**config.mk**
```make
export PLATFORM = sky130hd
export DESIGN_NAME = hazard_sequencer
export DESIGN_NICKNAME = d
export VERILOG_FILES = /design/src/rtl/hazard_sequencer.sv
export SDC_FILE = /design/constraint.sdc
export NUM_CORES = 1
export LEC_CHECK = 0
export BUFFER_PORTS_ARGS = -buffer_cell sky130_fd_sc_hd__buf_4
export CORE_MARGIN = 2
export CORE_UTILIZATION = 36
export DETAILED_ROUTE_END_ITERATION = 6
export GPL_ROUTABILITY_DRIVEN = 0
export PLACE_DENSITY = 0.8
export RECOVER_POWER = 25
export SYNTH_ARGS = -nofsm -noshare
export SYNTH_HDL_FRONTEND = slang
export SYNTH_SLANG_ARGS = --single-unit
```
**constraint.sdc**
```tcl
create_clock -name clk -period 1.7 [get_ports clk]
set_input_delay 0.17 -clock clk [delete_from_list [all_inputs] [get_ports clk]]
set_output_delay 0.17 -clock clk [all_outputs]
set_load 0.03 [all_outputs]
```
**src/rtl/hazard_sequencer.sv**
```systemverilog
// hazard_sequencer: fixed-priority hazard control (memory wait > redirect > load-use) for the RV32I pipeline.
// Define HAZ_PERF_CNT_EN to build the saturating stall/flush performance counters.
module hazard_sequencer #(
  parameter int REG_AW      = 5,
  parameter int MEM_TIMEOUT = 16,
  parameter int CNT_W       = 32
) (
  input  logic              clk,
  input  logic              reset,
  input  logic [REG_AW-1:0] id_rs1,
  input  logic [REG_AW-1:0] id_rs2,
  input  logic              id_use_rs1,
  input  logic              id_use_rs2,
  input  logic [REG_AW-1:0] ex_rd,
  input  logic              ex_mem_read,
  input  logic              ex_redirect,
  input  logic              mem_access,
  input  logic              dmem_ready,
  output logic              dmem_req,
  output logic              pc_en,
  output logic              ifid_en,
  output logic              ifid_flush,
  output logic              idex_flush,
  output logic              pipe_hold,
  output logic              mem_fault,
  output logic [CNT_W-1:0]  stall_cycles,
  output logic [CNT_W-1:0]  flush_count
);

  localparam int TW = $clog2(MEM_TIMEOUT + 1);
  localparam logic [TW-1:0] CNT_LAST = TW'(MEM_TIMEOUT - 1);

  typedef enum logic [0:0] {
    M_IDLE,
    M_WAIT
  } mem_state_t;

  mem_state_t    state_q;
  mem_state_t    state_d;
  logic [TW-1:0] cnt_q;
  logic [TW-1:0] cnt_d;
  logic          mem_stall;
  logic          load_use;

  always_ff @(posedge clk) begin
    if (reset) begin
      state_q <= M_IDLE;
      cnt_q   <= '0;
    end else begin
      state_q <= state_d;
      cnt_q   <= cnt_d;
    end
  end

  // Reset abandons any access in flight without raising a fault.
  always_comb begin
    state_d   = state_q;
    cnt_d     = cnt_q;
    mem_stall = 1'b0;
    dmem_req  = 1'b0;
    mem_fault = 1'b0;
    if (!reset) begin
      case (state_q)
        M_IDLE: begin
          dmem_req = mem_access;
          if (mem_access && !dmem_ready) begin
            state_d   = M_WAIT;
            cnt_d     = TW'(1);
            mem_stall = 1'b1;
          end
        end
        M_WAIT: begin
          dmem_req  = 1'b1;
          mem_stall = 1'b1;
          if (dmem_ready) begin
            state_d   = M_IDLE;
            cnt_d     = '0;
            mem_stall = 1'b0;
          end else if (cnt_q == CNT_LAST) begin
            // Ready in the same cycle takes precedence over this forced release.
            state_d   = M_IDLE;
            cnt_d     = '0;
            mem_stall = 1'b0;
            dmem_req  = 1'b0;
            mem_fault = 1'b1;
          end else begin
            cnt_d = cnt_q + TW'(1);
          end
        end
        default: begin
          state_d = M_IDLE;
          cnt_d   = '0;
        end
      endcase
    end
  end

  assign load_use = ex_mem_read && (ex_rd != '0) &&
                    ((id_use_rs1 && (id_rs1 == ex_rd)) || (id_use_rs2 && (id_rs2 == ex_rd)));

  always_comb begin
    pc_en      = 1'b1;
    ifid_en    = 1'b1;
    ifid_flush = 1'b0;
    idex_flush = 1'b0;
    pipe_hold  = 1'b0;
    if (reset) begin
      pc_en      = 1'b0;
      ifid_en    = 1'b0;
      ifid_flush = 1'b1;
      idex_flush = 1'b1;
    end else if (mem_stall) begin
      pc_en     = 1'b0;
      ifid_en   = 1'b0;
      pipe_hold = 1'b1;
    end else if (ex_redirect) begin
      ifid_flush = 1'b1;
      idex_flush = 1'b1;
    end else if (load_use) begin
      pc_en      = 1'b0;
      ifid_en    = 1'b0;
      idex_flush = 1'b1;
    end
  end

`ifdef HAZ_PERF_CNT_EN
  logic [CNT_W-1:0] stall_q;
  logic [CNT_W-1:0] flush_q;

  always_ff @(posedge clk) begin
    if (reset) begin
      stall_q <= '0;
      flush_q <= '0;
    end else begin
      if (!pc_en && (stall_q != '1)) begin
        stall_q <= stall_q + CNT_W'(1);
      end
      if (!mem_stall && ex_redirect && (flush_q != '1)) begin
        flush_q <= flush_q + CNT_W'(1);
      end
    end
  end

  // Counters read as zero while reset is held, not only after the clearing edge.
  assign stall_cycles = reset ? '0 : stall_q;
  assign flush_count  = reset ? '0 : flush_q;
`else
  assign stall_cycles = '0;
  assign flush_count  = '0;
`endif

endmodule

```
==> summary.md, run 1 <==
| Metric | Value |
|---|---|
| H-tree depth | 1 |
| Reg-to-reg startpoint | cnt_q[1]$_SDFFE_PP0P_ |
| Leading cell type in the layout, fill and taps excluded | conb_1 |
| Initial antenna violation count | 0 |
| Die Width | 56.0 um |
| CTS sink cnt | 6 |
| Final Setup Violations | 5 |
| Final ANT Viol Nets | 0 |
| Final Util | 42.9% |
| Hold_sp | reset |
| CP Capture Type | output port |
| Worst r2r path cells | 7 |
| First-pass GRT wire length | 2450 um |
| Drt initial violations | 12 |
| R2R Setup Slk | 280 ps |
| Vias/cell | 3.76 |
| Initial core utilization | 38.5% |
| Die Area | 0.00313 mm2 |
| Commonest cells after routing, fill and taps aside | conb_1, buf_4, xor2_1 |
| Worst Hold Depth | 2 |
| DP HPWL | 1460 um |
| Unrepaired setup endpoints after global routing | true |
| Post-synthesis sequential area ratio | 12.4% |
| CTS buffer count | 3 |
| Status | finished, violations left |
| Crit path DAT | 1620 ps |
| Site row count | 18 |
| Critical Path RT | 1530 ps |
| Final non-filler cell total | 191 |
| Max frequency | 557 MHz |
| Core area | 0.00252 mm2 |
| Slowest Stage Delay on Critical Path | 330 ps |
| Flops & latches, synth | 6 |
| YS warnings | 0 |
| Area grow syn2layout | 11.2% |
| Cells after synthesis | 125 |
| Minimum clock period | 1790 ps |
| Post-synth design cell area | 972 um2 |
| Pin count of the biggest net entering global routing | 11 |
| Pwr per Cell Area | 566 mW/mm2 |
| Max-Cap Viols | 0 |
| Pre-CTS setup slack | 11.3 ps |
| Root Buffer | clkbuf_4 |
| Final WS setup | -94.7 ps |
| Clk_lat worst skew | 240 ps |
| Vias in the first global route | 587 |
| Failing checks | setup timing |
| Max Root-Sink Buffers | 2 |
| Hold Fails Final Rpt | 0 |
| I/O Buffers | 29 |
| Slowest stage cell, crit path | dfxtp_2 |
| Layout Nets | 187 |
| Worst min path class | in2reg |
| First-pass DRT Iterations | 2 |
| Max-slew violation count | 0 |
| Hold Path Sink | cnt_q[1]$_SDFFE_PP0P_ |
| Layout Skew | 2.06 ps |
| GRT Overall Usage | 9.65% |
| Height of the die | 56.0 um |
| Antenna diodes | 0 |
| Syn_area_per_cell | 7.78 um2 |
| Hold buffer count at CTS | 0 |
| Worst hold slack | 185 ps |
| CTS tree | yes |
| R2R Path End | cnt_q[1]$_SDFFE_PP0P_ |
| Pwr Total | 0.000612 W |
| Final wirelength | 1680 um |
| Residual DRC | 0 |
| Total gr overflow | 0 |
| Period Utilization, post-route | 106% |
| WL per Instance | 8.81 um |
| Critical path type | reg2out |
| Critical path, cell by cell | ha_4, and4b_4, a211o_1, a21oi_2, o31ai_2, buf_4 |
| VDD IR-drop max | 0.319 mV |
| Synth unique cells | 29 |
| Placed Cells | 187 |
| Fraction of layout cells with a size suffix above 1 | 29.8% |
| Leakage power total | 0.576 nW |
| IO Pins | 94 |
| CP startpoint kind | flop |
| Via count | 719 |
| Reg clk slew, reported paths | 40 ps |
| Worst Path Max Fanout | 3 |
-- power by group --
group          total, W  leakage (nW)  internal [W]  switching (W)
Sequential     0.000148        0.0496      0.000145     0.00000267
Clock          0.000126        0.0138     0.0000795      0.0000467
Combinational  0.000338         0.513     0.0000772       0.000261
-- worst max path at each step --
stage,startpoint,end,cells after the start
after global placement,cnt_q[0]$_SDFFE_PP0P_,idex_flush,6
after global routing,cnt_q[1]$_SDFFE_PP0P_,idex_flush,6
after detailed placement,cnt_q[0]$_SDFFE_PP0P_,idex_flush,6
after CTS,cnt_q[1]$_SDFFE_PP0P_,idex_flush,6
after floorplan,cnt_q[0]$_SDFFE_PP0P_,pc_en,6
final,cnt_q[0]$_SDFFE_PP0P_,idex_flush,6
-- critical path: cells and delay by family (launching register included) --
kind	cells	cell delay (ps)
flops	1	330
compound gates	3	530
simple gates	1	210
fa+ha+maj	1	150
buf+inv	1	170
-- Yosys cell counts --
| cell type | count | area, um2 |
|---|---|---|
| and2_0 | 1 | 6.26 |
| o31ai_1 | 1 | 7.51 |
| nand2_1 | 1 | 3.75 |
| o21ai_1 | 1 | 5.00 |
| a21oi_1 | 4 | 20.0 |
| o31a_1 | 1 | 8.76 |
| nor2_1 | 8 | 30.0 |
| dfxtp_1 | 6 | 120 |
| nor3b_1 | 1 | 7.51 |
| nand2b_1 | 1 | 6.26 |
| ha_1 | 1 | 12.5 |
| a32oi_1 | 3 | 26.3 |
| inv_1 | 3 | 11.3 |
| or2_2 | 1 | 6.26 |
| or4_1 | 1 | 7.51 |
| nor4_2 | 1 | 12.5 |
| nor4_1 | 1 | 6.26 |
| buf_4 | 65 | 488 |
| a22oi_1 | 1 | 7.51 |
| conb_1 | 1 | 3.75 |
| and4b_4 | 1 | 13.8 |
| clkbuf_1 | 1 | 3.75 |
| xor2_1 | 9 | 78.8 |
| nand3_1 | 2 | 10.0 |
| xnor2_1 | 3 | 26.3 |
| a211oi_1 | 2 | 15.0 |
| o22ai_1 | 1 | 6.26 |
| a211o_1 | 1 | 8.76 |
| nor2b_1 | 2 | 12.5 |
-- flip-flops by register name, indices dropped and copies added, names as in the netlist --
name     flops
state_q      1
cnt_q        5
-- cells by family (layout without fill, tap and decap cells) --
kind of cell    count (synthesis)  in the layout  synth area share, %
compound gates                 15             15                 10.8
xor+xnor                       12             12                 10.8
fa+ha+maj                       1              1                 1.29
buf+inv                        69             42                 51.7
flops                           6              6                 12.4
other cells                     1             64                0.386
simple gates                   21             21                 12.6
-- metrics by stage --
step | area [um2] | TNS (ps)
finish | 1080 | -250
global route | 1080 | -598
CTS | 1060 | -386
detailed placement | 1020 | 0
global placement | 1020 | 0
floorplan | 1210 | -35.4
-- cell type report --
cell class	count	area [um2]
repair buffers	36	270
inverters	3	11.3
clock buffers	3	22.5
multi-input cells	113	617
flip-flops and latches	6	123
well taps	30	37.5
fillers	255	1440
-- timing repair --
item                       CTS  global route
cloned                       0             0
gates resized for setup      5             3
pin swaps                    3             0
setup endpoints to repair    6             6
setup buffers                0             1
-- per-layer routing --
layer | up-vias | share of wire [%] | global-route usage, %
li1 | 353 | - | -
met1 | 308 | 36 | 10.2
met2 | 55 | 51 | 17.5
met3 | 3 | 13 | 3.72
met4 | 0 | 0.48 | 3.06
met5 | - | 0 | 0
Note: power is estimated with default switching activity, not from simulation.
==> run 2: changes to the inputs <==
- ABC_AREA: not set -> 1
- CORE_UTILIZATION: 36 -> 38
- PLACE_DENSITY: 0.8 -> 0.81
- SLEW_MARGIN: not set -> 20
==> run 2 against run 1 <==
The run now ends clean. Clock power barely moved. Final cell count rose by 25%. Via count rose by 21%. First-iteration DRC count rose by 8.3%. Hold slack got worse by 43 ps. Global-route usage fell by 0.25 points. Worst setup slack improved by 110 ps. Sequential share of layout area fell by 0.58 points. Clock skew rose by 2.0 ps. Sequential power barely moved.
==> summary.md, run 2 <==
| Metric | Value |
|---|---|
| Status | complete, no violations (was finished, violations left) |
| Worst Path Max Fanout | 4 (was 3) |
| Reg-to-reg startpoint | cnt_q[0]$_SDFFE_PP0P_ (was cnt_q[1]$_SDFFE_PP0P_) |
| Residual DRC | 0 (unchanged) |
| Leading cell type in the layout, fill and taps excluded | conb_1 (unchanged) |
| Post-Synth XOR/XNOR Area | 0.816% (was 10.8%) |
| Antenna diodes | 0 (unchanged) |
| Post-synthesis adder-cell area fraction | 1.17% (was 1.29%) |
| Largest cells by area after synthesis | buf_4, nand2_1, dfxtp_1 (was buf_4, dfxtp_1, xor2_1) |
| Hold Fails Final Rpt | 0 (unchanged) |
| Final Util | 42.9% (about the same) |
| Syn_area_per_cell | 6.07 um2 (was 7.78 um2) |
| Critical path type | reg2out (unchanged) |
| Max-slew violation count | 0 (unchanged) |
| Most frequent cell after synthesis | buf_4 (unchanged) |
| Total gr overflow | 0 (unchanged) |
| R2R Path End | state_q$_DFF_P_ (was cnt_q[1]$_SDFFE_PP0P_) |
| I/O Buffers | 29 (unchanged) |
| Power share of the clock group | 20.4% (was 20.6%) |
| GRT Overall Usage | 9.40% (was 9.65%) |
| Final ANT Viol Nets | 0 (unchanged) |
| Regs by FF count | cnt_q (5), state_q (1) (unchanged) |
| Worst min path class | in2reg (unchanged) |
| R2R Setup Slk | 500 ps (was 280 ps) |
| Pin count of the biggest net entering global routing | 9 (was 11) |
| DR top layer | met4 (unchanged) |
| Max frequency | 593 MHz (was 557 MHz) |
| Mux cell area share after synthesis | 0% (unchanged) |
| Commonest register cell after synthesis | dfxtp_1 (unchanged) |
| CP startpoint kind | flop (unchanged) |
| Final wirelength | 1760 um (was 1680 um) |
| Post-synthesis sequential area ratio | 11.2% (was 12.4%) |
| Placed cell areas | 0.00107 mm2 (was 0.00102 mm2) |
| Commonest cells post-synth | buf_4, nand2_1, inv_1 (was buf_4, xor2_1, nor2_1) |
| Area grow syn2layout | 8.27% (was 11.2%) |
| Ys async rst share | 0% (unchanged) |
| Final Setup Violations | 0 (was 5) |
| WL met2 | 832 um (was 853 um) |
| Flops & latches, synth | 6 (unchanged) |
| First-pass GRT wire length | 2480 um (was 2450 um) |
| Vias/cell | 3.65 (was 3.76) |
| Sw Ratio | 51.9% (was 50.7%) |
| Critical Path RT | 1530 ps (about the same) |
| Layout Skew | 4.01 ps (was 2.06 ps) |
| Minimum clock period | 1690 ps (was 1790 ps) |
| First-pass DRT Iterations | 4 (was 2) |
| Initial core utilization | 39.6% (was 38.5%) |
| Post-synth top area share | 45.5% (was 50.2%) |
| Biggest register | cnt_q (unchanged) |
| Setup crit start | cnt_q[0]$_SDFFE_PP0P_ (unchanged) |
| Crit path to | pc_en (was idex_flush) |
| Via count | 868 (was 719) |
| H-tree depth | 1 (unchanged) |
| Clk_lat worst skew | 240 ps (about the same) |
| Pwr per Cell Area | 546 mW/mm2 (was 566 mW/mm2) |
| Synth Area in Simple Gates | 25.9% (was 12.6%) |
| Design area | 0.00116 mm2 (was 0.00108 mm2) |
| Metal-1 WL | 717 um (was 603 um) |
| Max Root-Sink Buffers | 2 (unchanged) |
| DP HPWL | 1460 um (about the same) |
| Initial antenna violation count | 0 (unchanged) |
| Site row count | 19 (was 18) |
| Reg clk slew, reported paths | 50 ps (was 40 ps) |
| Vias in the first global route | 597 (was 587) |
| Commonest cells after routing, fill and taps aside | conb_1, nand2_1, buf_4 (was conb_1, buf_4, xor2_1) |
| Fill cells | 296 (was 255) |
| WL per Instance | 7.39 um (was 8.81 um) |
| Pint | 0.000305 W (was 0.000302 W) |
| Core area | 0.00271 mm2 (was 0.00252 mm2) |
| Met3 WL | 200 um (was 217 um) |
| Crit path DAT | 1520 ps (was 1620 ps) |
| Complex-gate fraction of the synthesized area | 5.83% (was 10.8%) |
| CTS sink cnt | 6 (unchanged) |
| Period Utilization, post-route | 99.2% (was 106%) |
| Layout Nets | 233 (was 187) |
| IO Pins | 94 (unchanged) |
| Max reg flops | 5 (unchanged) |
| Cell taking the most area after synthesis | buf_4 (unchanged) |
| Hold_sp | reset (unchanged) |
| Worst r2r path cells | 8 (was 7) |
| Post-synth design cell area | 0.00107 mm2 (was 972 um2) |
| Fraction of layout cells with a size suffix above 1 | 23.2% (was 29.8%) |
| Part of the power in combinational logic | 55.9% (was 55.2%) |
| Sequential share of power | 23.7% (was 24.2%) |
| Drt initial violations | 13 (was 12) |
| Height of the die | 57.2 um (was 56.0 um) |
| CP Capture Type | output port (unchanged) |
| Synth unique cells | 22 (was 29) |
| YS warnings | 0 (unchanged) |
| Cells after synthesis | 177 (was 125) |
| Post-synth EDFFs | 0 (unchanged) |
| Leakage power total | 0.738 nW (was 0.576 nW) |
| VDD IR-drop max | 0.298 mV (was 0.319 mV) |
| Psw | 0.000329 W (was 0.000310 W) |
| CTS buffer count | 3 (unchanged) |
| Unrepaired setup endpoints after global routing | true (unchanged) |
| Die Width | 57.2 um (was 56.0 um) |
| CTS tree | yes (unchanged) |
| Main combinational cell family by area after synthesis | buffers and inverters (unchanged) |
| Die Area | 0.00327 mm2 (was 0.00313 mm2) |
| Root Buffer | clkbuf_4 (unchanged) |
| Max-Cap Viols | 0 (unchanged) |
run 2: cell count changes in the layout (fill, tap and decap cells not counted), sizes merged, moves of 4 or more:
| cell | before | now |
|---|---|---|
| nor2 | 8 | 12 |
| nand2 | 1 | 46 |
| xor2 | 9 | 1 |
| buf | 35 | 30 |
| inv | 3 | 24 |
run 2: how the worst min path moves through the flow:
stage,to,slack (ps),cells after the start
final,cnt_q[1]$_SDFFE_PP0P_,140,2
after global routing,cnt_q[3]$_SDFFE_PP0P_,170,2
after floorplan,cnt_q[2]$_SDFFE_PP0P_,410,3
after global placement,cnt_q[4]$_SDFFE_PP0P_,400,2
after CTS,cnt_q[1]$_SDFFE_PP0P_,140,2
after detailed placement,cnt_q[3]$_SDFFE_PP0P_,400,2
run 2: metal layers:
layer  track usage [%]  vias to the layer above
li1                  -                      461
met3              2.49                        2
met2              14.9                       52
met1              12.4                      353
met5                 0                        -
met4              2.99                        0
run 2: cell families after synthesis:
group,Yosys count
xor+xnor,1
simple gates,66
flops,6
fa+ha+maj,1
other cells,1
buf+inv,91
compound gates,11
run 2: area by class of cell:
type	instances	area [um2]	area share, %
timing repair buffer	30	244	21.0
sequential	6	125	10.8
multi-input combinational	143	637	54.8
inverter	25	95.1	8.18
tap	31	38.8	3.34
clock buffer	3	22.5	1.94
run 2: power by group through the flow:
stage / registers, W / logic (W) / clock network (W)
after floorplan: 0.000150 / 0.000385 / 0
after global routing: 0.000151 / 0.000382 / 0.000139
final: 0.000150 / 0.000354 / 0.000129
after global placement: 0.000151 / 0.000337 / 0
after detailed placement: 0.000151 / 0.000338 / 0
after CTS: 0.000149 / 0.000342 / 0.000135
run 2: critical path: stages, from the launching register on:
cell and delay (ps):
dfxtp_4 360, ha_4 150, nand2_4 60, nor2_4 100
nand2_2 70, nand2_2 90, o21ai_4 70, nor2_1 110
nand2_1 80, inv_2 70, buf_6 120
run 2: metrics by stage:
stage,power [W],hold WS (ps),setup TNS (ps),std cells,worst slack (ps)
global route,0.000673,168,-368,238,-113
CTS,0.000626,142,0,237,4.28
global placement,0.000488,403,0,234,263
finish,0.000634,142,0,238,13.1
detailed placement,0.000489,404,0,234,220
floorplan,0.000535,406,0,240,108
run 2: timing repair:
item | 4_1_cts | 5_1_grt
buffers inserted | 0 | 1
hold buffers | 0 | 0
resized for setup | 6 | 11
endpoints found under the hold margin | 0 | 0
pin swaps | 0 | 4
setup endpoints to repair | 4 | 5
==> run 3: changes to the inputs <==
- PLACE_DENSITY: 0.81 -> 0.89
==> run 3 against run 2 <==
Clock power is 5% higher. Largest cell class unchanged. Non-clock buffer count increased by 2. Largest power group unchanged. Clock skew about the same. Die area did not move. Sequential cell count did not move. Critical path depth is the same. Fmax up 0.30%. Core utilization increased by 0.14 points.
==> summary.md, run 3 (synthesis gave the netlist of run 2 again) <==
| Metric | Value |
|---|---|
| Clk_lat worst skew | 250 ps (was 240 ps) |
| Pwr per Cell Area | 547 mW/mm2 (was 546 mW/mm2) |
| R2R Path End | cnt_q[0]$_SDFFE_PP0P_ (was state_q$_DFF_P_) |
| Vias in the first global route | 719 (was 597) |
| Hold_sp | reset (unchanged) |
| Residual DRC | 0 (unchanged) |
| VDD IR-drop max | 0.377 mV (was 0.298 mV) |
| Pin count of the biggest net entering global routing | 9 (unchanged) |
| Max Root-Sink Buffers | 2 (unchanged) |
| Antenna diodes | 0 (unchanged) |
| Critical Path RT | 1530 ps (about the same) |
| Crit path DAT | 1510 ps (was 1520 ps) |
| Most used cell, CP | nand2_2 (unchanged) |
| Fill cells | 295 (was 296) |
| Reg clk slew, reported paths | 50 ps (about the same) |
| Initial core utilization | 39.6% (unchanged) |
| Period Utilization, post-route | 98.9% (was 99.2%) |
| Max frequency | 595 MHz (was 593 MHz) |
| Worst Path Max Fanout | 4 (unchanged) |
| R2R Setup Slk | 410 ps (was 500 ps) |
| Commonest cells after routing, fill and taps aside | conb_1, nand2_1, buf_4 (unchanged) |
| Final Setup Violations | 0 (unchanged) |
| Worst Hold Depth | 2 (unchanged) |
| Reg-to-reg startpoint | cnt_q[0]$_SDFFE_PP0P_ (unchanged) |
| First-pass GRT wire length | 2860 um (was 2480 um) |
| CTS tree | yes (unchanged) |
| Worst hold slack | 139 ps (was 142 ps) |
| Final ANT Viol Nets | 0 (unchanged) |
| CTS buffer count | 3 (unchanged) |
| Die Area | 0.00327 mm2 (unchanged) |
| Slowest Stage Delay on Critical Path | 360 ps (about the same) |
| Vias/cell | 3.72 (was 3.65) |
| Root Buffer | clkbuf_4 (unchanged) |
| Core area | 0.00271 mm2 (unchanged) |
| Area grow syn2layout | 8.62% (was 8.27%) |
| Drt initial violations | 19 (was 13) |
| Layout Skew | 4.24 ps (was 4.01 ps) |
| First-pass DRT Iterations | 4 (unchanged) |
| GRT Overall Usage | 11.3% (was 9.40%) |
| WL per Instance | 7.72 um (was 7.39 um) |
| Slowest stage cell, crit path | dfxtp_4 (unchanged) |
| Height of the die | 57.2 um (unchanged) |
| Site row count | 19 (unchanged) |
| Final wirelength | 1850 um (was 1760 um) |
| Max-Cap Viols | 0 (unchanged) |
| I/O Buffers | 29 (unchanged) |
| H-tree depth | 1 (unchanged) |
| Max-slew violation count | 0 (unchanged) |
| FF/Latch Area | 128 um2 (was 125 um2) |
| Total gr overflow | 0 (unchanged) |
| Worst r2r path cells | 9 (was 8) |
| CP Capture Type | output port (unchanged) |
| Hold buffer count at CTS | 0 (unchanged) |
| Hold Fails Final Rpt | 0 (unchanged) |
| Pwr Total | 0.000638 W (was 0.000634 W) |
| Via count | 892 (was 868) |
| Critical path type | reg2out (unchanged) |
| CP startpoint kind | flop (unchanged) |
| Initial antenna violation count | 0 (unchanged) |
| CTS sink cnt | 6 (unchanged) |
| Layout Nets | 235 (was 233) |
| Max reg flops | 5 (unchanged) |
| IO Pins | 94 (unchanged) |
| Area of the multi-input gates | 627 um2 (was 637 um2) |
| Hold Path Sink | cnt_q[4]$_SDFFE_PP0P_ (was cnt_q[1]$_SDFFE_PP0P_) |
| Critical path, cell by cell | ha_4, nand2_4, nor2_4, nand2_2, nand2_2, o21ai_4, nor2_1, nand2_1, inv_2, buf_6 (unchanged) |
| DP HPWL | 1580 um (was 1460 um) |
| Unrepaired setup endpoints after global routing | true (unchanged) |
| Biggest register | cnt_q (unchanged) |
| Fraction of layout cells with a size suffix above 1 | 22.0% (was 23.2%) |
| Worst min path class | in2reg (unchanged) |
| Minimum clock period | 1680 ps (was 1690 ps) |
| Leakage power total | 0.747 nW (was 0.738 nW) |
| Regs by FF count | cnt_q (5), state_q (1) (unchanged) |
| Die Width | 57.2 um (unchanged) |
| Setup crit start | cnt_q[0]$_SDFFE_PP0P_ (unchanged) |
| Status | complete, no violations (unchanged) |
| Leading cell type in the layout, fill and taps excluded | conb_1 (unchanged) |
## run 3: cell count changes in the layout (fill, tap and decap cells not counted)
cell     delta
nand2_2     -2
nand2_1     +2
dfxtp_4     +1
dfxtp_2     -1
nand3_1     +1
buf_6       -1
nand3_2     -1
inv_2       -1
inv_1       +1
buf_4       +3
## run 3: cell type report
| class | instances | area share (%) |
|---|---|---|
| timing repair buffer | 32 | 21.9 |
| inverter | 25 | 8.15 |
| clock buffer | 3 | 1.93 |
| sequential | 6 | 10.9 |
| tap | 31 | 3.33 |
| multi-input combinational | 143 | 53.8 |
## run 3: metrics by stage
stage                     setup WS (ps)  cells  area, um2  utilization [%]  setup TNS, ps
final                              18.1    240       1170             43.0              0
after global routing              -70.6    240       1170             43.0           -215
after CTS                          16.2    237       1120             41.4              0
after detailed placement            204    234       1070             39.6              0
after global placement              272    234       1070             39.6              0
after floorplan                     108    240       1310                -              0
## run 3: worst max path at each step
| stage | endpoint | slack, ps |
|---|---|---|
| final | ifid_en | 20 |
| after global routing | idex_flush | -70 |
| after CTS | idex_flush | 20 |
| after detailed placement | idex_flush | 200 |
| after global placement | pc_en | 270 |
| after floorplan | pc_en | 110 |
## run 3: per-layer routing
layer / vias up / wire (um) / global-route usage (%)
met2: 58 / 920 / 20.4
met5: - / 0 / 0
li1: 461 / - / -
met3: 5 / 227 / 3.85
met1: 368 / 666 / 11.8
met4: 0 / 38 / 4.98
## run 3: power by group
part / total [W] / switching, W / internal (W)
registers: 0.000149 / 0.00000548 / 0.000143
logic: 0.000354 / 0.000273 / 0.0000811
clock network: 0.000135 / 0.0000545 / 0.0000800
total: 0.000638 / 0.000333 / 0.000304
## run 3: critical path: cells and delay by family (launching register included)
kind                     cells  cell delay (ps)
buffers and inverters        2              210
AND/OR/NAND/NOR              6              480
flip-flops                   1              360
adder cells (fa/ha/maj)      1              150
AO/OA/AOI/OAI                1               70
## run 3: repair_timing
action | CTS | global route
resized for setup | 8 | 5
buffers inserted | 0 | 3
endpoints found under the hold margin | 0 | 0
cloned | 0 | 0
endpoints found under the setup margin | 4 | 4
pin swaps | 1 | 0
